<file path="src/rtl/elevator_request_scheduler.sv">
// elevator_request_scheduler
// SCAN (collective) request scheduler for a single elevator car. It latches hall and
// cab requests into lamp registers. It also tracks the car floor from arrival pulses and
// drives the motor direction and door commands. All outputs are Moore, decoded from
// registered state.
// Optional feature macro: FIRE_RECALL_EN adds the fire_recall input and the recall
// behaviour. With the macro undefined, the port and the recall logic are absent.
module elevator_request_scheduler #(
    parameter int FLOORS      = 8,
    parameter int FLOOR_W     = 3,
    parameter int DOOR_CYCLES = 16
) (
    input  logic               clk,
    input  logic               rst_n,
    input  logic [FLOORS-1:0]  call_up,
    input  logic [FLOORS-1:0]  call_dn,
    input  logic [FLOORS-1:0]  cab_req,
    input  logic               floor_arrive,
    input  logic               door_hold,
`ifdef FIRE_RECALL_EN
    input  logic               fire_recall,
`endif
    output logic               motor_up,
    output logic               motor_dn,
    output logic               door_open,
    output logic [FLOOR_W-1:0] cur_floor,
    output logic [1:0]         dir,
    output logic [FLOORS-1:0]  lamp_up,
    output logic [FLOORS-1:0]  lamp_dn,
    output logic [FLOORS-1:0]  lamp_cab
);

    localparam int                 TMR_W     = $clog2(DOOR_CYCLES);
    localparam logic [TMR_W-1:0]   TMR_LOAD  = TMR_W'(DOOR_CYCLES - 1);
    localparam logic [FLOOR_W-1:0] TOP_FLOOR = FLOOR_W'(FLOORS - 1);
    localparam logic [FLOOR_W-1:0] BOT_FLOOR = '0;
    // There is no up call at the top floor and no down call at the bottom floor.
    localparam logic [FLOORS-1:0]  UP_MASK   = {1'b0, {(FLOORS-1){1'b1}}};
    localparam logic [FLOORS-1:0]  DN_MASK   = {{(FLOORS-1){1'b1}}, 1'b0};
    localparam logic [FLOORS-1:0]  ONE       = FLOORS'(1);

    localparam logic [1:0] DIR_STAY = 2'd0;
    localparam logic [1:0] DIR_DN   = 2'd1;
    localparam logic [1:0] DIR_UP   = 2'd2;

    typedef enum logic [1:0] {S_IDLE, S_UP, S_DOWN, S_DOOR} state_t;

    state_t             r_state;
    logic [1:0]         r_dir;
    logic [FLOOR_W-1:0] r_floor;
    logic [TMR_W-1:0]   r_tmr;
    logic [FLOORS-1:0]  r_lamp_up;
    logic [FLOORS-1:0]  r_lamp_dn;
    logic [FLOORS-1:0]  r_lamp_cab;

    state_t             w_state_nxt;
    logic [1:0]         w_dir_nxt;
    logic [FLOOR_W-1:0] w_floor_nxt;
    logic [TMR_W-1:0]   w_tmr_nxt;
    logic [FLOORS-1:0]  w_set_up, w_set_dn, w_set_cab;
    logic [FLOORS-1:0]  w_clr_up, w_clr_dn, w_clr_cab;
    logic               w_absorb;

    logic [FLOORS-1:0]  w_pend;
    logic [FLOOR_W-1:0] w_nup_f, w_ndn_f;
    logic [FLOORS-1:0]  w_cur_oh, w_nup_oh, w_ndn_oh;
    logic               w_above_cur, w_below_cur, w_above_nup, w_below_ndn;

    // True when any bit of v is set at a floor strictly above f.
    function automatic logic f_above(input logic [FLOORS-1:0] v, input logic [FLOOR_W-1:0] f);
        logic r;
        r = 1'b0;
        for (int i = 0; i < FLOORS; i++) begin
            if ((i > int'(f)) && v[i]) r = 1'b1;
        end
        return r;
    endfunction

    // True when any bit of v is set at a floor strictly below f.
    function automatic logic f_below(input logic [FLOORS-1:0] v, input logic [FLOOR_W-1:0] f);
        logic r;
        r = 1'b0;
        for (int i = 0; i < FLOORS; i++) begin
            if ((i < int'(f)) && v[i]) r = 1'b1;
        end
        return r;
    endfunction

    assign w_pend      = r_lamp_up | r_lamp_dn | r_lamp_cab;
    assign w_nup_f     = r_floor + 1'b1;
    assign w_ndn_f     = r_floor - 1'b1;
    assign w_cur_oh    = ONE << r_floor;
    assign w_nup_oh    = ONE << w_nup_f;
    assign w_ndn_oh    = ONE << w_ndn_f;
    assign w_above_cur = f_above(w_pend, r_floor);
    assign w_below_cur = f_below(w_pend, r_floor);
    assign w_above_nup = f_above(w_pend, w_nup_f);
    assign w_below_ndn = f_below(w_pend, w_ndn_f);

    // Next-state, direction, floor, timer and lamp set/clear decisions.
    always_comb begin
        w_state_nxt = r_state;
        w_dir_nxt   = r_dir;
        w_floor_nxt = r_floor;
        w_tmr_nxt   = r_tmr;
        w_set_up    = call_up & UP_MASK;
        w_set_dn    = call_dn & DN_MASK;
        w_set_cab   = cab_req;
        w_clr_up    = '0;
        w_clr_dn    = '0;
        w_clr_cab   = '0;
        w_absorb    = 1'b0;
`ifdef FIRE_RECALL_EN
        if (fire_recall) begin
            // Recall: drop all hall calls and keep cab calls pending, but do not serve them.
            w_set_up = '0;
            w_set_dn = '0;
            w_clr_up = '1;
            w_clr_dn = '1;
            case (r_state)
                S_IDLE: begin
                    if (r_floor == BOT_FLOOR) begin
                        w_state_nxt = S_DOOR;
                        w_tmr_nxt   = TMR_LOAD;
                    end else begin
                        w_state_nxt = S_DOWN;
                        w_dir_nxt   = DIR_DN;
                    end
                end
                S_UP: begin
                    if (r_floor == TOP_FLOOR) begin
                        w_state_nxt = S_DOWN;
                        w_dir_nxt   = DIR_DN;
                    end else if (floor_arrive) begin
                        w_floor_nxt = w_nup_f;
                        w_state_nxt = S_DOWN;
                        w_dir_nxt   = DIR_DN;
                    end
                end
                S_DOWN: begin
                    if (r_floor == BOT_FLOOR) begin
                        w_state_nxt = S_DOOR;
                        w_tmr_nxt   = TMR_LOAD;
                    end else if (floor_arrive) begin
                        w_floor_nxt = w_ndn_f;
                        if (w_ndn_f == BOT_FLOOR) begin
                            w_state_nxt = S_DOOR;
                            w_tmr_nxt   = TMR_LOAD;
                        end
                    end
                end
                default: begin
                    // The door stays open at the recall floor. Elsewhere it times out, then heads down.
                    if (r_floor == BOT_FLOOR) begin
                        w_tmr_nxt = TMR_LOAD;
                    end else if (r_tmr != '0) begin
                        w_tmr_nxt = r_tmr - 1'b1;
                    end else begin
                        w_state_nxt = S_DOWN;
                        w_dir_nxt   = DIR_DN;
                    end
                end
            endcase
        end else
`endif
        begin
            case (r_state)
                S_IDLE: begin
                    if (|(w_pend & w_cur_oh)) begin
                        w_state_nxt = S_DOOR;
                        w_tmr_nxt   = TMR_LOAD;
                        w_clr_up    = w_cur_oh;
                        w_clr_dn    = w_cur_oh;
                        w_clr_cab   = w_cur_oh;
                    end else if (w_above_cur) begin
                        w_state_nxt = S_UP;
                        w_dir_nxt   = DIR_UP;
                    end else if (w_below_cur) begin
                        w_state_nxt = S_DOWN;
                        w_dir_nxt   = DIR_DN;
                    end
                end
                S_UP: begin
                    if (floor_arrive && (r_floor != TOP_FLOOR)) begin
                        w_floor_nxt = w_nup_f;
                        if (|(r_lamp_cab & w_nup_oh) || |(r_lamp_up & w_nup_oh) || !w_above_nup) begin
                            w_state_nxt = S_DOOR;
                            w_tmr_nxt   = TMR_LOAD;
                            w_clr_cab   = w_nup_oh;
                            if (|(r_lamp_up & w_nup_oh) || w_above_nup) begin
                                w_clr_up = w_nup_oh;
                            end else begin
                                w_clr_dn  = w_nup_oh;
                                w_dir_nxt = DIR_DN;
                            end
                        end
                    end
                end
                S_DOWN: begin
                    if (floor_arrive && (r_floor != BOT_FLOOR)) begin
                        w_floor_nxt = w_ndn_f;
                        if (|(r_lamp_cab & w_ndn_oh) || |(r_lamp_dn & w_ndn_oh) || !w_below_ndn) begin
                            w_state_nxt = S_DOOR;
                            w_tmr_nxt   = TMR_LOAD;
                            w_clr_cab   = w_ndn_oh;
                            if (|(r_lamp_dn & w_ndn_oh) || w_below_ndn) begin
                                w_clr_dn = w_ndn_oh;
                            end else begin
                                w_clr_up  = w_ndn_oh;
                                w_dir_nxt = DIR_UP;
                            end
                        end
                    end
                end
                default: begin
                    // Requests at the open door that it already satisfies are absorbed and restart the timer.
                    if (|(cab_req & w_cur_oh)) begin
                        w_set_cab = cab_req & ~w_cur_oh;
                        w_absorb  = 1'b1;
                    end
                    if ((r_dir != DIR_DN) && |(w_set_up & w_cur_oh)) begin
                        w_set_up = w_set_up & ~w_cur_oh;
                        w_absorb = 1'b1;
                    end
                    if ((r_dir != DIR_UP) && |(w_set_dn & w_cur_oh)) begin
                        w_set_dn = w_set_dn & ~w_cur_oh;
                        w_absorb = 1'b1;
                    end
                    if (door_hold || w_absorb) begin
                        w_tmr_nxt = TMR_LOAD;
                    end else if (r_tmr != '0) begin
                        w_tmr_nxt = r_tmr - 1'b1;
                    end else if ((r_dir == DIR_DN) && w_below_cur) begin
                        w_state_nxt = S_DOWN;
                        w_dir_nxt   = DIR_DN;
                    end else if ((r_dir == DIR_DN) && w_above_cur) begin
                        w_state_nxt = S_UP;
                        w_dir_nxt   = DIR_UP;
                    end else if ((r_dir != DIR_DN) && w_above_cur) begin
                        w_state_nxt = S_UP;
                        w_dir_nxt   = DIR_UP;
                    end else if ((r_dir != DIR_DN) && w_below_cur) begin
                        w_state_nxt = S_DOWN;
                        w_dir_nxt   = DIR_DN;
                    end else if (|(w_pend & w_cur_oh)) begin
                        // Only an opposite-direction call remains here: reopen and turn around.
                        w_tmr_nxt = TMR_LOAD;
                        w_clr_up  = w_cur_oh;
                        w_clr_dn  = w_cur_oh;
                        w_clr_cab = w_cur_oh;
                        if (r_dir == DIR_UP)      w_dir_nxt = DIR_DN;
                        else if (r_dir == DIR_DN) w_dir_nxt = DIR_UP;
                    end else begin
                        w_state_nxt = S_IDLE;
                        w_dir_nxt   = DIR_STAY;
                    end
                end
            endcase
        end
    end

    // State, position, timer and lamp registers. A clear beats a set on the same edge.
    always_ff @(posedge clk) begin
        if (!rst_n) begin
            r_state    <= S_IDLE;
            r_dir      <= DIR_STAY;
            r_floor    <= '0;
            r_tmr      <= '0;
            r_lamp_up  <= '0;
            r_lamp_dn  <= '0;
            r_lamp_cab <= '0;
        end else begin
            r_state    <= w_state_nxt;
            r_dir      <= w_dir_nxt;
            r_floor    <= w_floor_nxt;
            r_tmr      <= w_tmr_nxt;
            r_lamp_up  <= (r_lamp_up  | w_set_up)  & ~w_clr_up;
            r_lamp_dn  <= (r_lamp_dn  | w_set_dn)  & ~w_clr_dn;
            r_lamp_cab <= (r_lamp_cab | w_set_cab) & ~w_clr_cab;
        end
    end

    assign motor_up  = (r_state == S_UP);
    assign motor_dn  = (r_state == S_DOWN);
    assign door_open = (r_state == S_DOOR);
    assign cur_floor = r_floor;
    assign dir       = r_dir;
    assign lamp_up   = r_lamp_up;
    assign lamp_dn   = r_lamp_dn;
    assign lamp_cab  = r_lamp_cab;

endmodule
</file>
<file path="config.mk">
export PLATFORM = sky130hd
export DESIGN_NAME = elevator_request_scheduler
export DESIGN_NICKNAME = d
export VERILOG_FILES = /design/src/rtl/elevator_request_scheduler.sv
export SDC_FILE = /design/constraint.sdc
export NUM_CORES = 1
export LEC_CHECK = 0
export CAP_MARGIN = 0
export CORE_MARGIN = 4
export CORE_UTILIZATION = 55
export DETAILED_ROUTE_END_ITERATION = 10
export PLACE_DENSITY_LB_ADDON = 0.15
export SLEW_MARGIN = 0
export SYNTH_ARGS = -nofsm -noshare
export SYNTH_HDL_FRONTEND = slang
export SYNTH_SLANG_ARGS = --single-unit
</file>
<file path="constraint.sdc">
create_clock -name clk -period 4.2 [get_ports clk]
set_input_delay 1.05 -clock clk [delete_from_list [all_inputs] [get_ports clk]]
set_output_delay 1.05 -clock clk [all_outputs]
set_load 0.01 [all_outputs]
</file>
==> reports/metrics.yaml <==
status: "finished clean"
p_switching_w: 0.00173
crit_arrival_ps: 4080
gp_congestion: 0.973
skew_ps: 16.3
grt_overflow: 0
die_area_sq_um: 7770
first_pass_iters: 8
synth_top_area_cell: "dfxtp_1"
die_x_microns: 88.2
drive_gt1_share_pct: 9.23
relSlewSlack_pct: 35.8
path_class: "register to register"
clkTransAtPathRegs_ps: 90
fin_setup_tns_ps: 0
drv_slew: 0
dieHeight_microns: 88.2
drc_errors: 0
ys_warn_count: 0
internal_power_w: 0.00148
power_density_nw_per_um2: 749
leakage_nw: 1.57
routed_wirelength_microns: 14100
vdd_drop_max_mv: 0.817
synth_nets: 524
synth_area_per_cell_sq_um: 7.33
tightest_slew_ps: 963
viasPerCell: 7.43
root_buffer: "clkbuf_8"
fin_crit_sh_pct: 93.2
wire_per_inst_microns: 23.3
placementRows: 28
finalHoldViolCount: 0
ys_seq_elements: 35
ys_seq_area_share_pct: 19.8
post_cts_resized: 0
combPwrFrac_pct: 73.2
cts_htree_levels: 2
synth_top_area_share_pct: 19.8
maxCapViolations: 0
startpoint_type: "register"
p_seq_share_pct: 16.7
antennaDiodeCount: 0
cts_tree: "done"
grt_max_degree: 30
switching_share_pct: 54.0
setup_viol: 0
power_frac_clock_pct: 10.1
drt.antenna.violating_nets: 0
cts_sinks: 35
max-clock-path-buffers: 2
syn_area_sq_um: 3530
regArea_sq_um: 701
synth_cell_types: 78
track_usage_pct: 36.3
endpoint_kind: "register"
syn_inst: 482
numCtsBuffers: 5
antenna_found_initial: 0
boundaryPins: 60
period_minus_slack_ps: 3910
hp-class: "register to register"
grt_setup_unrepaired: "no"
core_sq_um: 6060
clk_latency_ps: 300
dp_hpwl_microns: 10400
fmax_mhz: 256
vias: 4502
crit_path_max_fanout: 21
fin_util_pct: 70.8
synthTopCellsByArea: "dfxtp_1, a21oi_1, nand3_1"
post_cts_buffers: 0
grt_pass1_wl_microns: 21700
grt_pass1_vias: 4026
synthToLayoutAreaGrowth_pct: 21.3
ctsHoldBuffers: 0
fillerInstances: 533
post-synth-top-count-cell: "a21oi_1"
multi_input_area_sq_um: 2620
yosys-top-cells-count: "a21oi_1, nand2_1, nand3_1, dfxtp_1, o21ai_0"
drtIter0Drc: 770
portBuffers: 57
worstPathRequired_ps: 4370
synth_edf_count: 0
async_reset_ff_share_pct: 0
final_nets: 572
synthFlopType: "dfxtp_1"
initial_utilization_pct: 58.3
==> power by group through the flow <==
stage,sequential [W],clock (W),combinational [W]
finish,0.000535,0.000325,0.00235
detailed placement,0.000535,0,0.00225
global placement,0.000531,0,0.00222
global route,0.000543,0.000340,0.00249
CTS,0.000527,0.000327,0.00226
floorplan,0.000526,0,0.00154
==> layout by cell type, fill, tap and decap left out, types with 6 or more instances in the layout <==
cell and n:
nor3_1 12, nand3_1 36, o21ai_0 31, nand2_1 38, o31ai_1 6, a211oi_1 11, nand2b_1 7, a21o_1 6
buf_4 16, ha_1 14, and2_1 6, nand4_1 10, clkdlybuf4s50_1 57, inv_1 15, nor2b_1 8, a221oi_1 6
nor2_1 29, a31oi_1 11, a21oi_1 43, o21ai_1 6, dfxtp_1 35, mux2i_1 7, o211ai_1 6, a22oi_1 11
==> cell families after synthesis <==
kind of cell               count (synthesis)  share of synthesized area [%]
AOI/OAI and AO/OA                        190                           38.2
and+or+nand+nor                          179                           27.1
buffers and inverters                     50                           5.95
DFF                                       35                           19.8
adders and majority gates                 14                           4.96
muxes                                     10                           3.04
xor gates and xnor gates                   4                          0.991
==> area by class of cell <==
type / count / share of cell area (%)
clock buffers: 5 / 1.60
clock inverters: 3 / 1.02
inverters: 18 / 1.58
multi-input cells: 397 / 61.2
flip-flops and latches: 35 / 16.3
well taps: 75 / 2.19
repair buffers: 73 / 16.1
==> layer usage <==
| layer | part of all wire, % | global-route usage [%] |
|---|---|---|
| met5 | 0 | 0 |
| met4 | 3.0 | 12.8 |
| met3 | 14 | 7.81 |
| met2 | 43 | 53.4 |
| met1 | 40 | 52.0 |
==> stage by stage <==
stage	hold slack, ps	cell area, sq um	worst slack (ps)	power (W)	std cells
floorplan	471	3530	1030	0.00207	482
CTS	518	4290	466	0.00312	606
finish	521	4290	287	0.00321	606
global route	543	4290	106	0.00337	606
global placement	491	4180	472	0.00275	598
detailed placement	506	4180	478	0.00278	598
==> state kept, by name, indices dropped and copies added, names as in the netlist <==
name and flops:
cur_floor 3, dir 2, lamp_cab 8, lamp_dn 8
lamp_up 8, r_state 2, r_tmr 4
==> critical path: stages, from the launching register on <==
cell and delay (ps):
dfxtp_1 500, clkinv_1 350, ha_1 630, a22oi_1 410, a31oi_1 170, o21ai_1 350, nand4_1 250, nand3b_1 460
o21ai_0 530, nor3b_1 130
==> worst paths after layout <==
path / startpoint / end / slack (ps) / depth (start not counted)
worst max-delay path: cur_floor[1]$_SDFFE_PN0P_ / lamp_dn[0]$_SDFF_PN0_ / 290 / 9
worst min-delay path: r_state[1]$_SDFFE_PN0P_ / r_state[1]$_SDFFE_PN0P_ / 520 / 2
worst max register to register: cur_floor[1]$_SDFFE_PN0P_ / lamp_dn[0]$_SDFF_PN0_ / 290 / 9
worst min register to register: r_state[1]$_SDFFE_PN0P_ / r_state[1]$_SDFFE_PN0P_ / 520 / 2
Power figures use the tool's default switching activity.
